$ cat src/rtl/slice_assembler.sv
// slice_assembler: packs a stream of SLICE_W-bit words into an
// NSLICE*SLICE_W-bit vector and presents the finished vector to a
// valid/ready consumer. It supports LSB-first or MSB-first fill order.
// A vector may be cut short with i_last; slices that were never written
// keep the fill pattern (all zeros or all ones).
module slice_assembler #(
  parameter int SLICE_W   = 4,
  parameter int NSLICE    = 2,
  parameter int MSB_FIRST = 0,
  parameter int FILL_ONES = 0
) (
  input  logic                              i_clk,
  input  logic                              i_rst,
  input  logic [SLICE_W-1:0]                i_data,
  input  logic                              i_valid,
  input  logic                              i_last,
  output logic                              o_ready,
  output logic [NSLICE*SLICE_W-1:0]         o_data,
  output logic                              o_valid,
  input  logic                              i_ready,
  output logic [$clog2(NSLICE+1)-1:0]       o_count,
  output logic                              o_short
);

  localparam int W  = NSLICE * SLICE_W;
  localparam int CW = $clog2(NSLICE + 1);
  localparam logic [W-1:0]  FILL_PAT = (FILL_ONES != 0) ? {W{1'b1}} : {W{1'b0}};
  localparam logic [CW-1:0] NS_C     = CW'(NSLICE);

  typedef enum logic {FILL, HOLD} state_t;

  state_t          state_reg;
  logic [CW-1:0]   k_reg;
  logic [W-1:0]    data_reg;
  logic [CW-1:0]   count_reg;
  logic            short_reg;

  logic            in_acc;
  logic            out_acc;
  logic            done;
  logic [CW-1:0]   k_eff;
  logic [CW-1:0]   k_inc;
  logic [CW-1:0]   slice_idx;
  logic [W-1:0]    base_vec;
  logic [W-1:0]    wr_vec;

  // Ready depends only on state and downstream ready, never on i_valid.
  assign o_ready = (state_reg == FILL) || i_ready;
  assign in_acc  = i_valid && o_ready;
  assign out_acc = (state_reg == HOLD) && i_ready;

  // In HOLD, an incoming word always starts a fresh vector (word 0 over the fill pattern).
  assign k_eff     = (state_reg == HOLD) ? '0 : k_reg;
  assign base_vec  = (state_reg == HOLD) ? FILL_PAT : data_reg;
  assign k_inc     = k_eff + 1'b1;
  assign slice_idx = (MSB_FIRST != 0) ? (NS_C - CW'(1) - k_eff) : k_eff;
  assign done      = (k_inc == NS_C) || i_last;

  // Candidate vector: the incoming word dropped into its slice, others kept.
  genvar gi;
  generate
    for (gi = 0; gi < NSLICE; gi++) begin : g_slice
      assign wr_vec[gi*SLICE_W +: SLICE_W] =
        (slice_idx == CW'(gi)) ? i_data : base_vec[gi*SLICE_W +: SLICE_W];
    end
  endgenerate

  // Gather/present FSM with registered vector, count and short flag.
  always_ff @(posedge i_clk) begin
    if (i_rst) begin
      state_reg <= FILL;
      k_reg     <= '0;
      data_reg  <= FILL_PAT;
      count_reg <= '0;
      short_reg <= 1'b0;
    end else begin
      case (state_reg)
        FILL: begin
          if (in_acc) begin
            data_reg <= wr_vec;
            if (done) begin
              state_reg <= HOLD;
              k_reg     <= '0;
              count_reg <= k_inc;
              short_reg <= (k_inc < NS_C);
            end else begin
              k_reg <= k_inc;
            end
          end
        end
        HOLD: begin
          if (out_acc) begin
            if (in_acc) begin
              // Back-to-back: the new word opens the next vector with no bubble.
              data_reg <= wr_vec;
              if (done) begin
                k_reg     <= '0;
                count_reg <= k_inc;
                short_reg <= (k_inc < NS_C);
              end else begin
                state_reg <= FILL;
                k_reg     <= k_inc;
              end
            end else begin
              state_reg <= FILL;
              k_reg     <= '0;
              data_reg  <= FILL_PAT;
            end
          end
        end
        default: state_reg <= FILL;
      endcase
    end
  end

  assign o_valid = (state_reg == HOLD);
  assign o_data  = data_reg;
  assign o_count = count_reg;
  assign o_short = short_reg;

endmodule

$ cat config.mk
export PLATFORM = sky130hd
export DESIGN_NAME = slice_assembler
export DESIGN_NICKNAME = d
export VERILOG_FILES = /design/src/rtl/slice_assembler.sv
export SDC_FILE = /design/constraint.sdc
export NUM_CORES = 1
export LEC_CHECK = 0
export BUFFER_PORTS_ARGS = -buffer_cell sky130_fd_sc_hd__buf_2
export CAP_MARGIN = 20
export CELL_PAD_IN_SITES_DETAIL_PLACEMENT = 1
export CELL_PAD_IN_SITES_GLOBAL_PLACEMENT = 2
export CORE_MARGIN = 3
export CORE_UTILIZATION = 26
export DETAILED_ROUTE_END_ITERATION = 8
export PLACE_DENSITY = 0.84
export SLEW_MARGIN = 20
export SYNTH_ARGS = -nofsm -noshare
export SYNTH_HDL_FRONTEND = slang
export SYNTH_SLANG_ARGS = --single-unit
$ cat constraint.sdc
create_clock -name i_clk -period 1.8 [get_ports i_clk]
set_input_delay 0.36 -clock i_clk [delete_from_list [all_inputs] [get_ports i_clk]]
set_output_delay 0.36 -clock i_clk [all_outputs]
set_load 0.02 [all_outputs]
* Word-level counts from Yosys, hierarchy flattened
Cells that the tools add are included.
Cells by class: add/sub/neg operators 1, reductions and logical operators 6, magnitude comparators 1, equality and inequality tests 4, bitwise logic cells 1, mux-type cells 25
Operators with widths (number):
- $mux 8 | 4
- $mux 2 | 8
- $pmux 8 s2 | 1
- $mux 4 | 2
- $pmux 2 s2 | 2
- $mux 1 | 6
- $pmux 1 s2 | 2
- $add 2x1->2 const B | 1
- $eq 2x1->1 const B | 1
- $eq 2x2->1 const B | 1
- $logic_and 1x1->1 | 2
- $logic_not 2->1 | 1
- $logic_or 1x1->1 | 2
- $lt 2x2->1 const B | 1
- $ne 2x1->1 const B | 1
- $ne 2x2->1 const B | 1
- $reduce_and 2->1 | 1
- $not 1->1 | 1
Word-level totals: logic and storage cells 43, register bits 14, output and inout bits 13, input port bits 9

* Logic depth before layout (Yosys ltp)
Gate-level depths: netlist (run 1).
depth after elaboration 8, mapped depth 6, depth with buffers taken out 6

* Least setup slack after synthesis (run 1)
Ideal clock, no wire load.
kind reg-to-reg, start point reg state_reg (netlist: o_valid), end point reg count_reg[0] (netlist: o_count[0]), path buffers 0, data required time 1.668 ns, period minus slack after synthesis 1.559 ns, stages on the path, launching flop included 7, setup slack 0.241 ns, setup time 0.132 ns, arrival 1.427 ns, cell sequence dfxtp_1 > nand2b_1 > inv_1 > ha_1 > or2_1 > a31oi_1 > a211oi_1
On the way: cells in the longest elaborated chain, start to end 8, elaborated cells on any way between the ends 13, those cells by class add/sub: 1; eq/ne: 2; mux: 5; bitwise: 1; reduce/logical: 4
RTL lines:
- from (decl) | line 32 | state_t state_reg;
- from (signal assigned) | line 71 | state_reg <= FILL;
- from (signal assigned) | line 82 | state_reg <= HOLD;
- from (signal assigned) | line 101 | state_reg <= FILL;
- $mux 2 (*) | line 53 | assign k_eff = (state_reg == HOLD) ? '0 : k_reg;
- $add 2x1->2 (*) | line 55 | assign k_inc = k_eff + 1'b1;
- named net k_inc[0] | line 42 | logic [CW-1:0] k_inc;
- $eq 2x2->1 | line 57 | assign done = (k_inc == NS_C) || i_last;
- $logic_or 1x1->1 | line 57
- $mux 2 (*) | line 81, 96
- $mux 2 (*) | line 79, 93
- $mux 2 | line 92 | if (out_acc) begin
- $pmux 2 s2 (*) | line 77 | case (state_reg)
- to (signal assigned) | line 84 | count_reg <= k_inc;
- to (signal assigned) | line 98 | count_reg <= k_inc;
- to (decl) | line 35 | logic [CW-1:0] count_reg;
Mark *: on every way through the listed nets, which the timed path passes. The rest lies on a longest branch. The select of a mux whose other input is x is not followed. A chain may end at the register's enable or synchronous reset.

* Final worst setup path (run 1)
Same ends and word-level chain as after synthesis.

==> results of run 1 <==
==> final timing paths <==
path                            startpoint          to  slack, ns
worst max-delay path               o_valid  o_count[0]       0.24
worst min-delay path             i_data[0]   o_data[4]       0.32
worst max register to register     o_valid  o_count[0]       0.24
worst min register to register   o_data[3]   o_data[3]       0.47
==> layer usage <==
layer,routed length (µm),vias up
met5,0,-
met2,696,22
met3,125,0
met4,0,0
met1,711,257
li1,-,285
==> layout by cell type (no fill, tap or decap), types with 2 or more instances in the layout <==
cell      instances
dfxtp_1          14
a22o_1            4
a21oi_1           7
clkbuf_4          3
nand2b_1          2
nand2_1           4
nand3_1           4
ha_1              2
o211a_1           2
buf_2            21
nand4_1           6
inv_1             4
==> power by group through the flow <==
stage	logic [mW]	registers, mW	clock network [mW]
6_report	0.109	0.335	0.173
5_1_grt	0.122	0.338	0.195
4_1_cts	0.110	0.335	0.182
3_5_place_dp	0.109	0.343	0
3_3_place_gp	0.109	0.342	0
2_1_floorplan	0.0535	0.359	0
==> cells in the mapped netlist (all sizes together) <==
library cell	instances	area, µm²
nor3	1	5.00
nand3	4	20.0
dfxtp	14	280
o21a	1	7.51
and4	1	11.3
a22o	4	35.0
or2	1	6.26
nor2	1	3.75
buf	1	5.00
o211a	2	20.0
o31ai	1	7.51
nand4	6	37.5
nand2	4	15.0
ha	2	25.0
and2b	1	10.0
inv	5	21.3
a211oi	1	7.51
o2111ai	1	8.76
nand2b	2	12.5
clkbuf	1	3.75
a31oi	1	6.26
nand3b	1	7.51
a21oi	7	35.0
mux2i	1	10.0
==> cell families (layout without fill, tap and decap cells) <==
group	count (synthesis)	after routing
compound gates	18	18
fa+ha+maj	2	2
buf+inv	7	29
flops	14	14
mux	1	1
simple gates	22	22
==> through the flow <==
stage          instance area (µm²)  cells
3_5_place_dp                   732    110
2_1_floorplan                  602     64
3_3_place_gp                   732    110
4_1_cts                        754    113
5_1_grt                        754    113
6_report                       754    113
==> layout make-up <==
type / count / area share, %
well taps: 27 / 4.48
flip-flops and latches: 14 / 37.1
inverters: 5 / 2.82
repair buffers: 21 / 13.9
clock buffers: 3 / 2.99
multi-input cells: 43 / 38.6
==> impl_metrics.csv, run 1 <==
group,metric,value,unit
worst_setup_path,crit_type,"flip-flop to flip-flop",
clock_network,numClockSinks,14,
power,power.switching,173,µW
drt,first_pass_iters,4,
drt,postRouteAntennaNets,0,
global_route,grt_use_met1,15.0,%
global_route,grt.overflow.total,0,
clock_network,cts_hold_buf,0,
worst_setup_path,worst_path_max_delay_cell,"dfxtp_1",
sta,hold-worst-slack,0.320,ns
synth,syn_area,602,µm²
drt,avgRoutedWirePerCell,13.6,µm
sta,setup_violations,0,
synth,avgSynthCellArea,9.40,µm²
die,ios,22,
clock_network,clock_path_buffers,2,
final_layout,area_growth,25.4,%
drt,first_iter_violations,6,
clock_network,ctsResizeCount,0,
sta,rsz0062_at_grt,"false",
final_layout,fin_util,36.2,%
power,p_per_area,817,nW/µm²
worst_setup_path,worstPathRequired,1.99,ns
drt,drc,0,
run_status,status,"complete, no violations",
power,pwr-share-comb,17.7,%
power,peakVddDrop,0.422,mV
synth,synthesis.instances,64,
drt,wl,1530,µm
drt,dr_total_vias,564,
power,switching_share,28.0,%
global_route,grt_pass1_vias,578,
synth,synth_top_family_by_area,"simple AND/OR/NAND/NOR gates",
worst_setup_path,cpPeakStageDelay,0.45,ns
clock_network,clk_latency,0.27,ns
die,rows,16,
worst_setup_path,worst-path-max-fanout,8,
power,p_clk_share,28.0,%
worst_setup_path,cp_cell_sequence,"nand2b_1, inv_1, ha_1, nor2_1, nor3_1, a211oi_1",
synth,ys_seq_area_share,46.6,%
die,core_region_area,2080,µm²
sta,period_share,86.7,%
final_layout,drive_gt1_share,31.4,%
synth,synth_compound_area_share,21.2,%
synth,syn_nets,75,
power,internal_power,444,µW
placement,dp_slack,0.263,ns
sta,fin_tns_setup,0,ns
global_route,grtUsageTotal,12.2,%
drt,viasPerCell,4.99,
synth,synthSimpleGateAreaFrac,21.4,%
placement,dp_hpwl,1220,µm
final_layout,ff_latch_area,280,µm²
sta,fin_skew,0.00306,ns
sta,tightest_slew,0.361,ns
final_layout,multi_input_area,292,µm²
synth,synth_warnings,0,
global_route,antenna_found_initial,0,
worst_setup_path,start_kind,"flip-flop",
clock_network,post-cts-setup-buffers,0,
worst_setup_path,crit_buf_inv,1,
global_route,grt_use_met3,5.54,%
sta,final-max-slew-violation-count,0,
global_route,grt_max_degree,14,
clock_network,root_buffer,"clkbuf_4",
placement,place.gp.congestion,0.780,
flow_run,cap_violations,0,
final_layout,largest_reg_flops,8,
die,die-area,2930,µm²
worst_setup_path,r2r_cells,6,
synth,yosys-mux-area-fraction,1.66,%
sta,period_needed,1.56,ns
final_layout,nFillCells,261,
worst_setup_path,arrival,1.75,ns
final_layout,final_nets,99,
worst_hold_path,min_path_cells,2,
clock_network,cts_tree,"done",
global_route,grt_pass1_wl,2580,µm
worst_setup_path,cp_num_cells,6,
synth,synth_xor_area_share,0,%
power,p_leak,0.353,nW
synth,synth-seq-cells,14,
power,seqPwrFrac,54.3,%
sta,hold_viol,0,
global_route,use_met2,19.8,%
die,die_height,54.1,µm
sta,fmax,641,MHz
placement,io_buffers,21,
global_route,busiest_layer,"met2",
worst_setup_path,crit_family,"simple AND/OR/NAND/NOR gates",
clock_network,cts_buffers,3,
die,die_w,54.1,µm
worst_setup_path,crit_path_end_kind,"flip-flop",
final_layout,num_antenna_cells,0,
die,initial_core_util,28.9,%
clock_network,path_clk_slew,0.08,ns
sta,maxSlewHeadroom,75.7,%
sta,timing.final.ws_setup,0.239,ns
power,p_total,617,µW
clock_network,htree_levels,1,
synth,synthAdderAreaFrac,4.16,%
worst_hold_path,hp-class,"input port to flip-flop",
synth,synth.distinct_cells,25,
Note: power is estimated with default switching activity, not from simulation.
==> run 2, diff against run 1 <==
==> constraint.sdc (replaced) <==
create_clock -name i_clk -period 1.8 [get_ports i_clk]
set_input_delay 0.45 -clock i_clk [delete_from_list [all_inputs] [get_ports i_clk]]
set_output_delay 0.45 -clock i_clk [all_outputs]
set_load 0.02 [all_outputs]
==> run 2 against run 1 <==
Global-route usage is 0.19 points higher. Combinational power hardly changed. Sequential cell count stayed put. Sequential power hardly changed. Largest cell class unchanged. Register-to-register slack better by 0.02 ns. Highest routed layer is now met4. Wire length is 2.9% higher. Die area stayed put. Sequential share of layout area is 1.0 points lower. First-iteration DRC count is 33% higher. Largest power group unchanged. Clock skew is 0.00055 ns lower. Hold slack better by 0.089 ns. Utilization is 1.0 points higher.
==> impl_metrics.csv, run 2 (synthesized netlist as in run 1, its figures left out) <==
group,metric,value,unit
power,p_leak,0.365,nW
clock_network,path_clk_slew,0.08,ns
placement,place.gp.congestion,0.770,
final_layout,final_nets,100,
die,ios,22,
sta,maxSlewHeadroom,77.7,%
worst_setup_path,crit_path_end_kind,"flip-flop",
run_status,status,"complete, no violations",
worst_setup_path,worstPathRequired,1.99,ns
drt,avgRoutedWirePerCell,13.7,µm
global_route,grt.overflow.total,0,
die,die_height,54.1,µm
power,p_clk_share,33.4,%
clock_network,clock_path_buffers,2,
drt,wl,1580,µm
placement,placedCellCount,111,
sta,final-max-slew-violation-count,0,
sta,fmax,647,MHz
sta,fin_skew,0.00251,ns
global_route,antenna_found_initial,0,
sta,fin_tns_setup,0,ns
sta,period_share,85.8,%
clock_network,numClockSinks,14,
die,die-area,2930,µm²
final_layout,area_growth,28.9,%
power,internal_power,491,µW
global_route,grt_use_met1,15.9,%
clock_network,cts_hold_buf,0,
clock_network,clk_latency,0.28,ns
drt,first_pass_iters,4,
worst_setup_path,worst-path-max-fanout,4,
die,die_w,54.1,µm
worst_setup_path,start_kind,"flip-flop",
power,switching_share,26.7,%
die,initial_core_util,28.9,%
worst_setup_path,crit_type,"flip-flop to flip-flop",
drt,viasPerCell,4.97,
sta,setup_violations,0,
global_route,grt_use_met3,2.49,%
drt,dr_total_vias,572,
global_route,grtUsageTotal,12.4,%
final_layout,final_cell_mix,"21 x buf_2, 14 x dfxtp_1, 7 x a21oi_1",
sta,hold_viol,0,
power,power.switching,179,µW
drt,drc,0,
final_layout,final_cells,115,
final_layout,final_common_cell,"buf_2",
flow_run,cap_violations,0,
power,p_per_area,863,nW/µm²
power,seqPwrFrac,49.9,%
clock_network,root_buffer,"clkbuf_4",
clock_network,cts_buffers,3,
worst_hold_path,hp-class,"input port to flip-flop",
clock_network,htree_levels,1,
sta,hold-worst-slack,0.410,ns
global_route,grt_pass1_vias,556,
placement,io_buffers,21,
clock_network,ctsResizeCount,0,
clock_network,post-cts-setup-buffers,0,
drt,first_iter_violations,8,
global_route,busiest_layer,"met2",
die,rows,16,
placement,dp_hpwl,1260,µm
placement,dp_slack,0.252,ns
final_layout,drive_gt1_share,33.0,%
sta,period_needed,1.54,ns
global_route,use_met2,20.6,%
clock_network,cts_tree,"done",
global_route,grt_max_degree,14,
power,pwr-share-comb,16.8,%
sta,rsz0062_at_grt,"false",
sta,timing.final.ws_setup,0.255,ns
sta,tightest_slew,0.331,ns
final_layout,num_antenna_cells,0,
die,core_region_area,2080,µm²
global_route,grt_pass1_wl,2570,µm
drt,postRouteAntennaNets,0,
power,peakVddDrop,0.384,mV
final_layout,largest_reg_flops,8,
worst_setup_path,arrival,1.73,ns
run 2: cell types whose count changed in the layout (fill, tap and decap cells not counted):
cell | previous run | this run
clkbuf_8 | 0 | 1
buf_4 | 0 | 1
run 2: final cells by class:
| cell class | count | area [µm²] |
|---|---|---|
| fill | 260 | 1310 |
| multi-input combinational | 43 | 292 |
| sequential | 14 | 280 |
| timing repair buffer | 22 | 113 |
| clock buffer | 4 | 36.3 |
| tap | 27 | 33.8 |
| inverter | 5 | 21.3 |
run 2: routing by layer:
layer  wire, µm  share of wire, %
met5          0                 0
met4         14              0.89
met3         99               6.3
met2        724                46
met1        737                47
run 2: worst max-delay path: stages, from the launching register on:
cell and delay (ns):
dfxtp_1 0.38, nand2b_1 0.18, inv_1 0.09, ha_1 0.25, nor2_1 0.21, nor3_1 0.11, a211oi_1 0.25
run 2: power groups by stage:
stage / clock (mW) / combinational, mW / sequential [mW]
after floorplan: 0 / 0.0535 / 0.359
after global placement: 0 / 0.111 / 0.341
final: 0.224 / 0.112 / 0.334
after detailed placement: 0 / 0.113 / 0.341
after CTS: 0.238 / 0.114 / 0.334
after global routing: 0.252 / 0.126 / 0.336
run 2: path summary, 6_finish.rpt:
path,from,endpoint,slack (ns),depth (start not counted)
max,o_valid,o_count[0],0.26,6
max reg2reg,o_valid,o_count[0],0.26,6
min,i_data[0],o_data[4],0.41,2
min reg2reg,o_data[3],o_data[3],0.47,2
run 2: per-stage QoR:
stage / area, µm² / utilization (%) / power [mW]
after CTS: 776 / 37.3 / 0.686
after floorplan: 602 / - / 0.413
after detailed placement: 739 / 35.5 / 0.455
final: 776 / 37.3 / 0.670
after global placement: 739 / 35.5 / 0.452
after global routing: 776 / 37.3 / 0.714
==> run 3, diff against run 2 <==
- ABC_AREA: not set -> 1
- PLACE_DENSITY: 0.84 -> 0.87
==> run 3 against run 2 <==
Fmax grew 0.25%. Final cell count grew 36%. Utilization shrank 2.4 points. Combinational power grew 29%. Hold slack gained 0.039 ns. Largest cell class unchanged. Synthesized cell count grew 59%. Critical path type unchanged. Largest power group unchanged. Setup slack gained 0.0039 ns. Sequential power is essentially flat. Cell area grew 15%. Wire length grew 27%. Via count grew 30%.
==> impl_metrics.csv, run 3 <==
group,metric,value,unit
run_status,status,"complete, no violations",
final_layout,final_common_cell,"nand2_1",
synth,synthSimpleGateAreaFrac,39.8,%
die,ios,22,
clock_network,clock_path_buffers,2,
global_route,grt_pass1_wl,3440,µm
clock_network,numClockSinks,14,
synth,synth.distinct_cells,15,
synth,netlist.area_leader.share,38.6,%
final_layout,fin_area,895,µm²
sta,hold_viol,0,
global_route,antenna_found_initial,0,
clock_network,htree_levels,1,
synth,ys.flop_type,"dfxtp_1",
final_layout,drive_gt1_share,28.6,%
die,die_height,58.8,µm
worst_setup_path,cp_cell_sequence,"inv_2, nand2_2, inv_1, ha_1, inv_1, nand2_1, nand3_2, nor2_1, nor2_1",
sta,tightest_slew,0.336,ns
clock_network,path_clk_slew,0.08,ns
final_layout,final_cells,156,
synth,avgSynthCellArea,7.11,µm²
sta,setup_violations,0,
synth,synth_top_family_by_area,"simple AND/OR/NAND/NOR gates",
final_layout,area_growth,23.3,%
synth,yosys-mux-area-fraction,0,%
synth,synth_xor_area_share,0,%
clock_network,clk_latency,0.28,ns
sta,period_needed,1.54,ns
synth,syn_area,726,µm²
global_route,grt_pass1_vias,759,
global_route,grtUsageTotal,13.0,%
sta,period_share,85.6,%
clock_network,post-cts-setup-buffers,0,
synth,synth_warnings,0,
clock_network,cts_buffers,3,
die,die-area,3460,µm²
die,core_region_area,2570,µm²
drt,dr_total_vias,746,
synth,syn_nets,113,
worst_setup_path,rrSetupSlack,0.26,ns
final_layout,num_antenna_cells,0,
worst_setup_path,worst_path_max_delay_cell,"dfxtp_1",
synth,synthesis.instances,102,
final_layout,ff_latch_area,280,µm²
sta,rsz0062_at_grt,"false",
final_layout,final_nets,139,
placement,place.gp.congestion,0.729,
placement,dp_slack,0.273,ns
final_layout,nFillCells,365,
power,p_per_area,741,nW/µm²
worst_setup_path,worst-path-max-fanout,10,
worst_setup_path,start_kind,"flip-flop",
final_layout,multi_input_area,400,µm²
drt,drc,0,
clock_network,root_buffer,"clkbuf_4",
final_layout,fin_util,34.8,%
worst_setup_path,crit_type,"flip-flop to flip-flop",
placement,dp_hpwl,1540,µm
drt,first_pass_iters,4,
synth,synth.top_cells.by_count,"31 x nand2_1, 18 x nand3_1, 14 x dfxtp_1, 10 x a21oi_1, 10 x inv_1",
die,initial_core_util,28.3,%
power,p_total,663,µW
sta,hold-worst-slack,0.449,ns
flow_run,cap_violations,0,
global_route,grt.overflow.total,0,
global_route,busiest_layer,"met2",
placement,placed_area,872,µm²
power,p_leak,0.452,nW
synth,synth-seq-cells,14,
sta,timing.final.ws_setup,0.259,ns
synth,synth_area_leaders,"dfxtp_1 39%, nand2_1 16%, nand3_1 12%",
global_route,grt_max_degree,14,
synth,ys_seq_area_share,38.6,%
sta,final-max-slew-violation-count,0,
synth,synthArstFlopShare,0,%
power,peakVddDrop,0.462,mV
drt,first_iter_violations,18,
synth,yosysTopAreaCell,"dfxtp_1",
sta,maxSlewHeadroom,77.5,%
sta,fmax,649,MHz
placement,io_buffers,21,
drt,viasPerCell,4.78,
drt,avgRoutedWirePerCell,12.9,µm
clock_network,cts_tree,"done",
placement,placedCellCount,153,
synth,synth_compound_area_share,11.9,%
drt,postRouteAntennaNets,0,
sta,fin_skew,0.00594,ns
synth,synthAdderAreaFrac,3.45,%
clock_network,cts_hold_buf,0,
synth,synth_edf_count,0,
sta,fin_tns_setup,0,ns
clock_network,ctsResizeCount,0,
worst_setup_path,arrival,1.72,ns
final_layout,largest_reg_flops,8,
drt,wl,2010,µm
global_route,use_met2,22.7,%
synth,synth.most_common_cell,"nand2_1",
worst_setup_path,cpPeakStageDelay,0.33,ns
die,die_w,58.8,µm
worst_hold_path,hp-class,"input port to flip-flop",
global_route,grt_use_met3,5.48,%
die,rows,18,
worst_setup_path,crit_path_end_kind,"flip-flop",
final_layout,final_cell_mix,"31 x nand2_1, 21 x buf_2, 18 x nand3_1",
worst_setup_path,worstPathRequired,1.98,ns
global_route,grt_use_met1,15.1,%
## run 3: cell types whose count changed in the layout (fill, tap and decap cells not counted), sizes merged, moves of 2 or more
cell and delta:
a21oi +5, a22o -4, inv +6, nand2 +32, nand2b -2, nand3 +16, nand4 -5, nor2 +3
o211a -2
## run 3: cell families after synthesis
group,after synthesis
buf+inv,12
compound gates,13
simple gates,61
flops,14
fa+ha+maj,2
## run 3: per-layer routing
layer | wire, µm | part of all wire (%)
met2 | 988 | 49
met3 | 160 | 8.0
met1 | 846 | 42
met4 | 9 | 0.45
met5 | 0 | 0
## run 3: cell type report
cell class	instances	area share (%)
timing repair buffer	22	12.6
tap	30	4.20
sequential	14	31.3
multi-input combinational	76	44.8
inverter	11	4.62
clock buffer	3	2.52
## run 3: path summary, 6_finish.rpt
kind | start | to | cells past startpoint
max | o_valid | o_count[0] | 9
min | i_last | k_reg[0] | 4
min reg2reg | o_short | o_short | 2
max reg2reg | o_valid | o_count[0] | 9
## run 3: report_power, final
part,total (mW),switching [mW],leakage (nW),internal (mW)
combinational,0.144,0.0959,0.323,0.0486
clock,0.181,0.103,0.0138,0.0776
sequential,0.337,0.0109,0.115,0.326
total,0.663,0.210,0.452,0.453
## run 3: worst max-delay path, delay by kind of cell, from the launching register on
family | cells | cell delay (ns)
buffers and inverters | 3 | 0.35
AND/OR/NAND/NOR | 5 | 0.54
adder cells (fa/ha/maj) | 1 | 0.23
flip-flops | 1 | 0.33
